<file path="src/rtl/lcd_pkg.sv">
// Shared definitions for the HD44780 counter display path: command bytes,
// FSM encodings, the byte-request payload and small helper functions.
package lcd_pkg;

    // HD44780 command and data constants
    localparam logic [7:0] LCD_FUNC_SET = 8'h38;  // 8-bit bus, 2 lines, 5x8 font
    localparam logic [7:0] LCD_DISP_ON  = 8'h0C;  // display on, cursor off
    localparam logic [7:0] LCD_CLEAR    = 8'h01;  // clear display, needs the long wait
    localparam logic [7:0] LCD_ENTRY    = 8'h06;  // entry mode: increment, no shift
    localparam logic [7:0] LCD_DDRAM0   = 8'h80;  // set DDRAM address 0
    localparam logic [7:0] ASCII_ZERO   = 8'h30;

    localparam int unsigned INIT_BYTES  = 4;
    localparam int unsigned WRITE_BYTES = 4;
    localparam int unsigned CONV_STEPS  = 8;
    localparam int unsigned BCD_W       = 20;  // 3 BCD nibbles + 8 binary bits

    // Top-level sequencer states
    typedef enum logic [2:0] {
        ST_PWRUP,
        ST_INIT,
        ST_IDLE,
        ST_CONV,
        ST_WRITE
    } lcd_state_e;

    // Byte-writer phases
    typedef enum logic [1:0] {
        PH_IDLE,
        PH_SETUP,
        PH_EHIGH,
        PH_WAIT
    } wr_phase_e;

    // One byte to put on the LCD bus
    typedef struct packed {
        logic       rs;
        logic [7:0] data;
        logic       long_wait;
    } lcd_byte_t;

    function automatic int unsigned max_u(input int unsigned a, input int unsigned b);
        return (a > b) ? a : b;
    endfunction

    // Init command sequence, indexed by byte number
    function automatic logic [7:0] init_byte(input logic [1:0] idx);
        logic [7:0] b;
        unique case (idx)
            2'd0: b = LCD_FUNC_SET;
            2'd1: b = LCD_DISP_ON;
            2'd2: b = LCD_CLEAR;
            2'd3: b = LCD_ENTRY;
        endcase
        return b;
    endfunction

    // One shift-add-3 step: adjust each BCD nibble >= 5, then shift left
    function automatic logic [BCD_W-1:0] dd_step(input logic [BCD_W-1:0] s);
        logic [BCD_W-1:0] a;
        a = s;
        for (int i = 0; i < 3; i++) begin
            if (a[8+4*i +: 4] >= 4'd5) begin
                a[8+4*i +: 4] = a[8+4*i +: 4] + 4'd3;
            end
        end
        return {a[BCD_W-2:0], 1'b0};
    endfunction

endpackage

</file>
<file path="src/rtl/lcd_count_writer_byte.sv">
// lcd_byte_writer: puts one byte on the HD44780 bus with setup, E-high and
// post-E wait timing.
//   clk, rst    : clock, synchronous active-high reset
//   start, req  : accept a byte (honoured when idle or in the last wait cycle)
//   done        : high during the last wait cycle of a byte
//   idle        : no byte in flight
//   lcd_rs/e/db : LCD bus outputs (registered)
module lcd_byte_writer
    import lcd_pkg::*;
#(
    parameter int unsigned T_E_CYC   = 25,
    parameter int unsigned T_CMD_CYC = 2500,
    parameter int unsigned T_CLR_CYC = 100000
) (
    input  logic       clk,
    input  logic       rst,
    input  logic       start,
    input  lcd_byte_t  req,
    output logic       done,
    output logic       idle,
    output logic       lcd_rs,
    output logic       lcd_e,
    output logic [7:0] lcd_db
);

    localparam int unsigned MAX_CYC = max_u(T_E_CYC, max_u(T_CMD_CYC, T_CLR_CYC));
    localparam int unsigned CNT_W   = $clog2(MAX_CYC + 1);

    wr_phase_e        phase_q, phase_d;
    logic [CNT_W-1:0] cnt_q, cnt_d;
    logic             e_q, e_d;
    logic             rs_q, rs_d;
    logic [7:0]       db_q, db_d;
    logic             long_q, long_d;
    logic             done_q, done_d;
    logic             idle_q, idle_d;

    // Phase register
    always_ff @(posedge clk) begin
        if (rst) begin
            phase_q <= PH_IDLE;
            cnt_q   <= '0;
            e_q     <= 1'b0;
            rs_q    <= 1'b0;
            db_q    <= 8'h00;
            long_q  <= 1'b0;
            done_q  <= 1'b0;
            idle_q  <= 1'b1;
        end else begin
            phase_q <= phase_d;
            cnt_q   <= cnt_d;
            e_q     <= e_d;
            rs_q    <= rs_d;
            db_q    <= db_d;
            long_q  <= long_d;
            done_q  <= done_d;
            idle_q  <= idle_d;
        end
    end

    // Next phase; RS/DB are only reloaded when a byte is accepted (setup cycle)
    always_comb begin
        phase_d = phase_q;
        cnt_d   = cnt_q;
        e_d     = e_q;
        rs_d    = rs_q;
        db_d    = db_q;
        long_d  = long_q;

        unique case (phase_q)
            PH_IDLE: begin
                if (start) begin
                    phase_d = PH_SETUP;
                    rs_d    = req.rs;
                    db_d    = req.data;
                    long_d  = req.long_wait;
                end
            end
            PH_SETUP: begin
                phase_d = PH_EHIGH;
                e_d     = 1'b1;
                cnt_d   = CNT_W'(T_E_CYC - 1);
            end
            PH_EHIGH: begin
                if (cnt_q == '0) begin
                    phase_d = PH_WAIT;
                    e_d     = 1'b0;
                    cnt_d   = long_q ? CNT_W'(T_CLR_CYC - 1) : CNT_W'(T_CMD_CYC - 1);
                end else begin
                    cnt_d = cnt_q - CNT_W'(1);
                end
            end
            PH_WAIT: begin
                if (cnt_q == '0) begin
                    // Back-to-back bytes: next setup follows the last wait cycle directly
                    if (start) begin
                        phase_d = PH_SETUP;
                        rs_d    = req.rs;
                        db_d    = req.data;
                        long_d  = req.long_wait;
                    end else begin
                        phase_d = PH_IDLE;
                    end
                end else begin
                    cnt_d = cnt_q - CNT_W'(1);
                end
            end
        endcase

        done_d = (phase_d == PH_WAIT) && (cnt_d == '0);
        idle_d = (phase_d == PH_IDLE);
    end

    assign done   = done_q;
    assign idle   = idle_q;
    assign lcd_rs = rs_q;
    assign lcd_e  = e_q;
    assign lcd_db = db_q;

endmodule

</file>
<file path="src/rtl/lcd_count_writer.sv">
// lcd_count_writer: shows an 8-bit value as three decimal digits on an
// HD44780 character LCD over the 8-bit parallel bus.
//   CLK, RST      : clock, synchronous active-high reset
//   VALUE, UPDATE : value to show and its one-cycle request strobe
//   BUSY          : low only while idle and ready for a new value
//   LCD_RS/RW/E/DB: LCD bus (RW tied low, write only)
module lcd_count_writer
    import lcd_pkg::*;
#(
    parameter int unsigned T_PWRUP_CYC = 2000000,
    parameter int unsigned T_E_CYC     = 25,
    parameter int unsigned T_CMD_CYC   = 2500,
    parameter int unsigned T_CLR_CYC   = 100000
) (
    input  logic       CLK,
    input  logic       RST,
    input  logic [7:0] VALUE,
    input  logic       UPDATE,
    output logic       BUSY,
    output logic       LCD_RS,
    output logic       LCD_RW,
    output logic       LCD_E,
    output logic [7:0] LCD_DB
);

    localparam int unsigned PWR_W = $clog2(T_PWRUP_CYC + 1);

    lcd_state_e       state_q, state_d;
    logic [PWR_W-1:0] pwr_cnt_q, pwr_cnt_d;
    logic [2:0]       idx_q, idx_d;
    logic [2:0]       conv_cnt_q, conv_cnt_d;
    logic [BCD_W-1:0] bcd_q, bcd_d;
    logic [7:0]       value_q, value_d;
    logic             pending_q, pending_d;
    logic             busy_q, busy_d;

    logic             wr_start_c;
    lcd_byte_t        wr_req_c;
    logic [7:0]       wr_byte_c;
    logic             wr_done, wr_idle, wr_ready_c;
    logic             upd_pend_c;
    logic [7:0]       upd_val_c;

    lcd_byte_writer #(
        .T_E_CYC   (T_E_CYC),
        .T_CMD_CYC (T_CMD_CYC),
        .T_CLR_CYC (T_CLR_CYC)
    ) u_byte_writer (
        .clk    (CLK),
        .rst    (RST),
        .start  (wr_start_c),
        .req    (wr_req_c),
        .done   (wr_done),
        .idle   (wr_idle),
        .lcd_rs (LCD_RS),
        .lcd_e  (LCD_E),
        .lcd_db (LCD_DB)
    );

    assign wr_ready_c = wr_idle | wr_done;
    // A strobe on the finishing cycle counts as pending, and its value wins
    assign upd_pend_c = pending_q | UPDATE;
    assign upd_val_c  = UPDATE ? VALUE : value_q;

    // State register
    always_ff @(posedge CLK) begin
        if (RST) begin
            state_q    <= ST_PWRUP;
            pwr_cnt_q  <= '0;
            idx_q      <= 3'd0;
            conv_cnt_q <= 3'd0;
            bcd_q      <= '0;
            value_q    <= 8'h00;
            pending_q  <= 1'b0;
            busy_q     <= 1'b1;
        end else begin
            state_q    <= state_d;
            pwr_cnt_q  <= pwr_cnt_d;
            idx_q      <= idx_d;
            conv_cnt_q <= conv_cnt_d;
            bcd_q      <= bcd_d;
            value_q    <= value_d;
            pending_q  <= pending_d;
            busy_q     <= busy_d;
        end
    end

    // Next-state and byte sequencing
    always_comb begin
        state_d    = state_q;
        pwr_cnt_d  = pwr_cnt_q;
        idx_d      = idx_q;
        conv_cnt_d = conv_cnt_q;
        bcd_d      = bcd_q;
        value_d    = value_q;
        pending_d  = pending_q;
        wr_start_c = 1'b0;
        wr_req_c   = '0;
        wr_byte_c  = 8'h00;

        if (UPDATE) begin
            value_d = VALUE;
            if (state_q != ST_IDLE) begin
                pending_d = 1'b1;
            end
        end

        unique case (state_q)
            ST_PWRUP: begin
                if (pwr_cnt_q == PWR_W'(T_PWRUP_CYC - 1)) begin
                    state_d = ST_INIT;
                    idx_d   = 3'd0;
                end else begin
                    pwr_cnt_d = pwr_cnt_q + PWR_W'(1);
                end
            end
            ST_INIT, ST_WRITE: begin
                if (wr_ready_c) begin
                    if (idx_q < 3'(INIT_BYTES)) begin
                        if (state_q == ST_INIT) begin
                            wr_byte_c = init_byte(idx_q[1:0]);
                            wr_req_c.rs = 1'b0;
                        end else begin
                            unique case (idx_q[1:0])
                                2'd0: wr_byte_c = LCD_DDRAM0;
                                2'd1: wr_byte_c = ASCII_ZERO + {4'h0, bcd_q[19:16]};
                                2'd2: wr_byte_c = ASCII_ZERO + {4'h0, bcd_q[15:12]};
                                2'd3: wr_byte_c = ASCII_ZERO + {4'h0, bcd_q[11:8]};
                            endcase
                            wr_req_c.rs = (idx_q != 3'd0);
                        end
                        wr_req_c.data      = wr_byte_c;
                        wr_req_c.long_wait = (wr_byte_c == LCD_CLEAR);
                        wr_start_c         = 1'b1;
                        idx_d              = idx_q + 3'd1;
                    end else if (upd_pend_c) begin
                        // Last byte's wait is ending: serve the pending request directly
                        pending_d  = 1'b0;
                        state_d    = ST_CONV;
                        bcd_d      = {12'h000, upd_val_c};
                        conv_cnt_d = 3'd0;
                    end else begin
                        state_d = ST_IDLE;
                    end
                end
            end
            ST_IDLE: begin
                if (UPDATE) begin
                    state_d    = ST_CONV;
                    bcd_d      = {12'h000, VALUE};
                    conv_cnt_d = 3'd0;
                end
            end
            ST_CONV: begin
                bcd_d = dd_step(bcd_q);
                if (conv_cnt_q == 3'(CONV_STEPS - 1)) begin
                    state_d = ST_WRITE;
                    idx_d   = 3'd0;
                end else begin
                    conv_cnt_d = conv_cnt_q + 3'd1;
                end
            end
            default: begin
                state_d = ST_PWRUP;
            end
        endcase

        busy_d = (state_d != ST_IDLE);
    end

    assign BUSY   = busy_q;
    assign LCD_RW = 1'b0;

endmodule

</file>
<file path="config.mk">
export PLATFORM = sky130hd
export DESIGN_NAME = lcd_count_writer
export DESIGN_NICKNAME = d
export VERILOG_FILES = /design/src/rtl/lcd_pkg.sv /design/src/rtl/lcd_count_writer_byte.sv /design/src/rtl/lcd_count_writer.sv
export SDC_FILE = /design/constraint.sdc
export NUM_CORES = 1
export LEC_CHECK = 0
export ABC_AREA = 0
export ABC_CLOCK_PERIOD_IN_PS = 4800
export BUFFER_PORTS_ARGS = -buffer_cell sky130_fd_sc_hd__buf_4
export CORE_MARGIN = 3
export CORE_UTILIZATION = 30
export CTS_BUF_LIST = sky130_fd_sc_hd__clkbuf_8
export DETAILED_ROUTE_END_ITERATION = 8
export MAX_ROUTING_LAYER = met4
export PLACE_DENSITY = 0.43
export SYNTH_ARGS = -nofsm -noshare
export SYNTH_HDL_FRONTEND = slang
export SYNTH_SLANG_ARGS = --single-unit
export TNS_END_PERCENT = 1
</file>
<file path="constraint.sdc">
create_clock -name CLK -period 4.8 [get_ports CLK]
set_input_delay 0 -clock CLK [delete_from_list [all_inputs] [get_ports CLK]]
set_output_delay 0 -clock CLK [all_outputs]
set_load 0.01 [all_outputs]
</file>
After elaboration in Yosys (flattened, before gate mapping)

Index checks and enable logic that the tools add are counted.

Bits in registers: 92
Bits of input ports: 11
Output and inout bits: 12
Logic and storage cells: 144

Add/sub/neg operators: 10
Order comparisons: 4
Equal/unequal tests: 26
Multiplexer cells: 66
Bitwise operators: 3
Reduce and logical (&&, ||, !) cells: 19

Operators with widths:

| cell                                                | count |
|---|---|
| 2-to-1 mux 20 bit                                   | 4 |
| one-hot mux 8 bit (4 select lines)                  | 2 |
| one-hot mux 20 bit (3 select lines)                 | 1 |
| 2-to-1 mux 8 bit                                    | 7 |
| 2-to-1 mux 17 bit                                   | 3 |
| one-hot mux 17 bit (3 select lines)                 | 1 |
| 2-to-1 mux 3 bit                                    | 15 |
| logical NOT 17 bit                                  | 2 |
| 2-to-1 mux 10 bit                                   | 3 |
| adder 21 x 1 -> 21 bit, second input constant       | 1 |
| adder 6 x 4 -> 7 bit, first input constant          | 3 |
| == test 21 bit, second input constant               | 1 |
| one-hot mux 3 bit (3 select lines)                  | 2 |
| 2-to-1 mux 1 bit                                    | 17 |
| subtractor 17 x 1 -> 17 bit, second input constant  | 1 |
| != test 2 bit, second input constant                | 8 |
| one-hot mux 8 bit (2 select lines)                  | 1 |
| >= comparator 4 x 3 -> 1 bit, second input constant | 3 |
| one-hot mux 3 bit (4 select lines)                  | 1 |
| == test 2 bit, second input constant                | 5 |
| AND reduction 5 bit                                 | 2 |
| nonzero test 3 bit                                  | 3 |
| adder 4 x 2 -> 4 bit, second input constant         | 2 |
| == test 8 x 1 -> 1 bit, second input constant       | 1 |
| other kinds (22)                                    | 39 |

Logic depth before layout (Yosys ltp)

Depth after elaboration: 13
Gate-level depth with buffers: 13
Depth with buffers taken out: 13

By module

From an unflattened synthesis, not the netlist that was laid out.

Cell total of the unflattened synthesis: 610
Area, all modules: 5096.1 µm²

Modules (own cells, without submodules):

| module           | times used | cells an instance | area an instance (µm²) | sequential area each (µm²) |
|---|---|---|---|---|
| lcd_count_writer | 1          | 396               | 3275.6                 | 1201.2 |
| lcd_byte_writer  | 1          | 214               | 1820.5                 | 640.6 |

Least setup slack after synthesis

Ideal clock, no wire load.

Path kind: reg2reg
From: register u_byte_writer.cnt_q[0]
To: register u_byte_writer.done_q (netlist: u_byte_writer.done)
Library setup time: 0.073 ns
Data arrival time: 2.152 ns
Required time: 4.727 ns
Slack: 2.575 ns
Stages on the path, launching flop included: 14
Buffers on the path: 0
Clock period less this slack: 2.225 ns
Path through: dfxtp_1 > inv_1 > ha_1 > nor2b_1 > nand2_1 > nor2_1 > inv_1 > ha_1 > nand2_1 > and3_1 > nand4_1 > nor2_1 > nand3_1 > nor3_2

Cells in the longest elaborated chain, start to end: 5
Elaborated cells between the ends (all ways): 11
Classes of those cells: 1 x add/sub; 1 x eq/ne; 6 x mux; 3 x reduce/logical

RTL lines:

| item                                                                                      | line                         | source |
|---|---|---|
| from (decl)                                                                               | lcd_count_writer_byte.sv:30  | `logic [CNT_W-1:0] cnt_q, cnt_d;` |
| from (signal assigned)                                                                    | lcd_count_writer_byte.sv:51  | `cnt_q <= cnt_d;` |
| subtractor 17 x 1 -> 17 bit or logical NOT 17 bit (tied branches)                         | n/a                          |  |
| 2-to-1 mux 17 bit (tied with other cells)                                                 | lcd_count_writer_byte.sv:94  | `if (cnt_q == '0) begin` |
| one-hot mux 17 bit (3 select lines) or one-hot mux 2 bit (4 select lines) (tied branches) | lcd_count_writer_byte.sv:70  | `unique case (phase_q)` |
| logical NOT 17 bit or == test 2 bit (tied branches)                                       | lcd_count_writer_byte.sv:110 | `done_d = (phase_d == PH_WAIT) && (cnt_d == '0);` |
| logical AND 1 bit *                                                                       | lcd_count_writer_byte.sv:110 |  |
| to (signal assigned)                                                                      | lcd_count_writer_byte.sv:56  | `done_q <= done_d;` |
| to (decl)                                                                                 | lcd_count_writer_byte.sv:35  | `logic done_q, done_d;` |

Every way passes the cells marked *; elsewhere a longest branch is shown, timed or not.
A chain may end at the register's enable or synchronous reset.

Final worst setup path

Ends and elaborated chain as after synthesis.

==> results.json <==
{
  "status": "completed",
  "drive_above_1_share_pct": 7.73,
  "grt_pass1_vias": 3857,
  "synth_top_area_cell": "dfxtp_1",
  "power_frac_clock_pct": 38.7,
  "timing.rr.end": "u_byte_writer.done",
  "path_delay_family": "simple AND/OR/NAND/NOR gates",
  "busiest_layer": "met2",
  "yosysWarnings": 0,
  "synth-edff-count": 0,
  "dr_total_vias": 4244,
  "synth_seq_cells": 90,
  "min-delay-start": "UPDATE",
  "p_switching_w": 0.000318,
  "start_kind": "flop",
  "clock_sinks": 90,
  "fmax_mhz": 364,
  "critical_path_class": "flop to flop",
  "fin_nets": 632,
  "finalPower_w": 0.00131,
  "clk_pin_slew_ps": 100,
  "peakVddDrop_v": 0.000106,
  "crit_path_max_incr_delay_ps": 360,
  "numCtsBuffers": 9,
  "fin_setup_tns_ps": 0,
  "grt_max_degree": 84,
  "wl_um": 11500,
  "cts_hold_buf": 8,
  "fin_crit_ps": 2750,
  "cp.arrival_ps": 3030,
  "netlist.area_leader.share_pct": 37.7,
  "slew_headroom_pct": 36.7,
  "fin_util_pct": 34.7,
  "start_util_pct": 31.1,
  "dp_cells": 795,
  "grt_usage_pct": 13.7,
  "routed_via_density": 5.18,
  "maxSlewViolCount": 0,
  "dpl_cell_area_sq_um": 5070,
  "cp_max_fo": 7,
  "ff2ff_setup_slack_ps": 2050,
  "ios": 23,
  "skew_ps": 15.0,
  "finalSetupViolCount": 0,
  "cp_cell_sequence": "inv_1 > ha_1 > nor2b_1 > nand2_1 > nor2_1 > inv_1 > ha_1 > nand2_1 > and3_1 > nand4_1 > nor2_1 > nand3_1 > nor3_2",
  "p_comb_share_pct": 3.5,
  "gr-usage-met2_pct": 20.6,
  "met1_usage_pct": 17.9,
  "io_buffers": 20,
  "met3_usage_pct": 4.12,
  "rr_startpoint": "u_byte_writer.cnt_q[0]",
  "rsz0062_at_grt": "false",
  "async_reset_ff_share_pct": 0,
  "area_delta_synth_final_pct": 11.6,
  "insertion_delay_ps": 370,
  "dieArea_sq_um": 17500,
  "cts_setup_buffers": 0,
  "synthTopCellsByArea": "dfxtp_1 38%, nor2_1 7.9%, ha_1 4.7%",
  "period_share_pct": 57.2,
  "antenna_found_initial": 0,
  "end_kind": "flop",
  "design_area_sq_um": 5340,
  "root_buffer": "clkbuf_8",
  "yosys.cell_types.count": 68,
  "grt_overflow_total": 0,
  "crit_buf_inv": 2,
  "power_density_nw_per_um2": 245,
  "fp.coreArea_sq_um": 15400,
  "grt_pass1_wl_um": 19200,
  "cts_tree": "built",
  "dp_hpwl_um": 7870,
  "netSwitchingFraction_pct": 24.3,
  "drt-initial-drc-count": 321,
  "synth.avg_cell_area_sq_um": 8.06,
  "hp-class": "input port to flop",
  "min_path_cells": 3,
  "die_h_um": 132,
  "synth_area_sq_um": 4780,
  "cellLeakagePower_nw": 1.96,
  "antenna_cells": 0,
  "htreeDepth": 3,
  "synth_ff_type": "dfxtp_1",
  "internal_power_w": 0.000990,
  "rows": 45,
  "clk_path_buf_depth": 2,
  "finalHoldViolCount": 0,
  "rr_worst_depth": 13,
  "routedWlPerCell_um": 14.1,
  "drtPass1Iterations": 5,
  "cpMaxStageDelayCell": "dfxtp_1",
  "power_frac_seq_pct": 57.9,
  "cts_resized": 0,
  "tightest_slew_ps": 948,
  "maxCapViolCount": 0,
  "gp_congestion": 0.851,
  "min_to": "value_q[3]",
  "drc": 0,
  "ant_nets": 0,
  "die_w_um": 132,
  "stdcell_count": 819,
  "synth_cells": 593,
  "seq_area_frac_synth_pct": 37.7,
  "required_ps": 5090
}
[tightest hold or removal path: stages]
cell,delay [ps]
buf_4,210
mux2i_1,100
nor2_1,70
[cell usage after synthesis (10+ instances only)]
cell type / instances
nor3_1: 23
and3_1: 10
mux2i_1: 13
ha_1: 18
xor2_1: 16
a22oi_1: 20
nand4_1: 15
o21ai_0: 28
nand2_1: 52
nand3_1: 12
clkbuf_1: 20
nor2_1: 100
xnor2_1: 11
dfxtp_1: 90
a21oi_1: 28
inv_1: 18
[power groups by stage]
stage               sequential, W  clock, W  combinational, W
global placement         0.000775         0         0.0000411
finish                   0.000757  0.000506         0.0000455
global route             0.000759  0.000565         0.0000513
CTS                      0.000757  0.000536         0.0000469
detailed placement       0.000775         0         0.0000416
floorplan                0.000774         0         0.0000285
[metal layers]
| layer | routed length (um) | part of all wire (%) |
|---|---|---|
| met1 | 5620 | 49 |
| met2 | 5100 | 44 |
| met3 | 616 | 5.3 |
| met4 | 189 | 1.6 |
| met5 | 0 | 0 |
[flip-flops by register name (all words and copies together), names as in the netlist]
register / count
idx_q: 3
state_q: 3
u_byte_writer.lcd_rs: 1
pending_q: 1
u_byte_writer.cnt_q: 17
u_byte_writer.done: 1
u_byte_writer.idle: 1
BUSY: 1
bcd_q: 20
conv_cnt_q: 3
u_byte_writer.lcd_e: 1
value_q: 8
u_byte_writer.phase_q: 2
u_byte_writer.long_q: 1
u_byte_writer.lcd_db: 6
pwr_cnt_q: 21
[final cells by class]
type                       instances  area [sq um]
fill                            1616         10000
multi-input combinational        454          2780
sequential                        90          1800
tap                              211           264
timing repair buffer              28           230
clock buffer                      11           151
inverter                          20          75.1
clock inverter                     5          36.3
[worst max-delay path by stage]
stage	from	slack, ps	depth (start not counted)	endpoint
floorplan	u_byte_writer.cnt_q[0]	2570	13	u_byte_writer.done
global placement	u_byte_writer.cnt_q[12]	2220	11	u_byte_writer.done
detailed placement	u_byte_writer.cnt_q[0]	2130	13	u_byte_writer.done
CTS	u_byte_writer.cnt_q[0]	2080	13	u_byte_writer.done
global route	u_byte_writer.cnt_q[0]	1830	13	u_byte_writer.done
finish	u_byte_writer.cnt_q[0]	2050	13	u_byte_writer.done
[cells in the final DEF (no fill, tap or decap), drive strengths merged, types with 3 or more instances in the layout]
| cell | count |
|---|---|
| clkinv | 6 |
| nor4b | 3 |
| a22oi | 20 |
| nand2b | 8 |
| dlygate4sd3 | 8 |
| ha | 18 |
| a311oi | 8 |
| a211oi | 6 |
| clkbuf | 11 |
| dfxtp | 90 |
| a221oi | 3 |
| and2 | 7 |
| mux2i | 13 |
| o22ai | 4 |
| xnor2 | 11 |
| nand4 | 15 |
| nor4 | 4 |
| inv | 19 |
| or3 | 9 |
| nor2 | 101 |
| a21oi | 29 |
| and3 | 10 |
| a31oi | 7 |
| nor3 | 26 |
| xor2 | 16 |
| nand3 | 12 |
| nor2b | 7 |
| nand2 | 52 |
| buf | 20 |
| o21ai | 29 |
[stage by stage]
stage / setup slack, ps / hold slack [ps]
2_1_floorplan: 2570 / 147
3_3_place_gp: 2220 / 244
3_5_place_dp: 2130 / 254
4_1_cts: 2080 / 17.1
5_1_grt: 1830 / 36.4
6_report: 2050 / 45.9
[kinds of logic after synthesis]
kind of cell	count (synthesis)	share of synthesized area, %
AOI/OAI and AO/OA	129	18.3
xor gates and xnor gates	27	4.95
adders and majority gates	18	4.71
buffers and inverters	50	4.32
DFF	90	37.7
muxes	13	2.72
other	1	0.0784
and+or+nand+nor	265	27.2
Note: power is estimated with default switching activity, not from simulation.
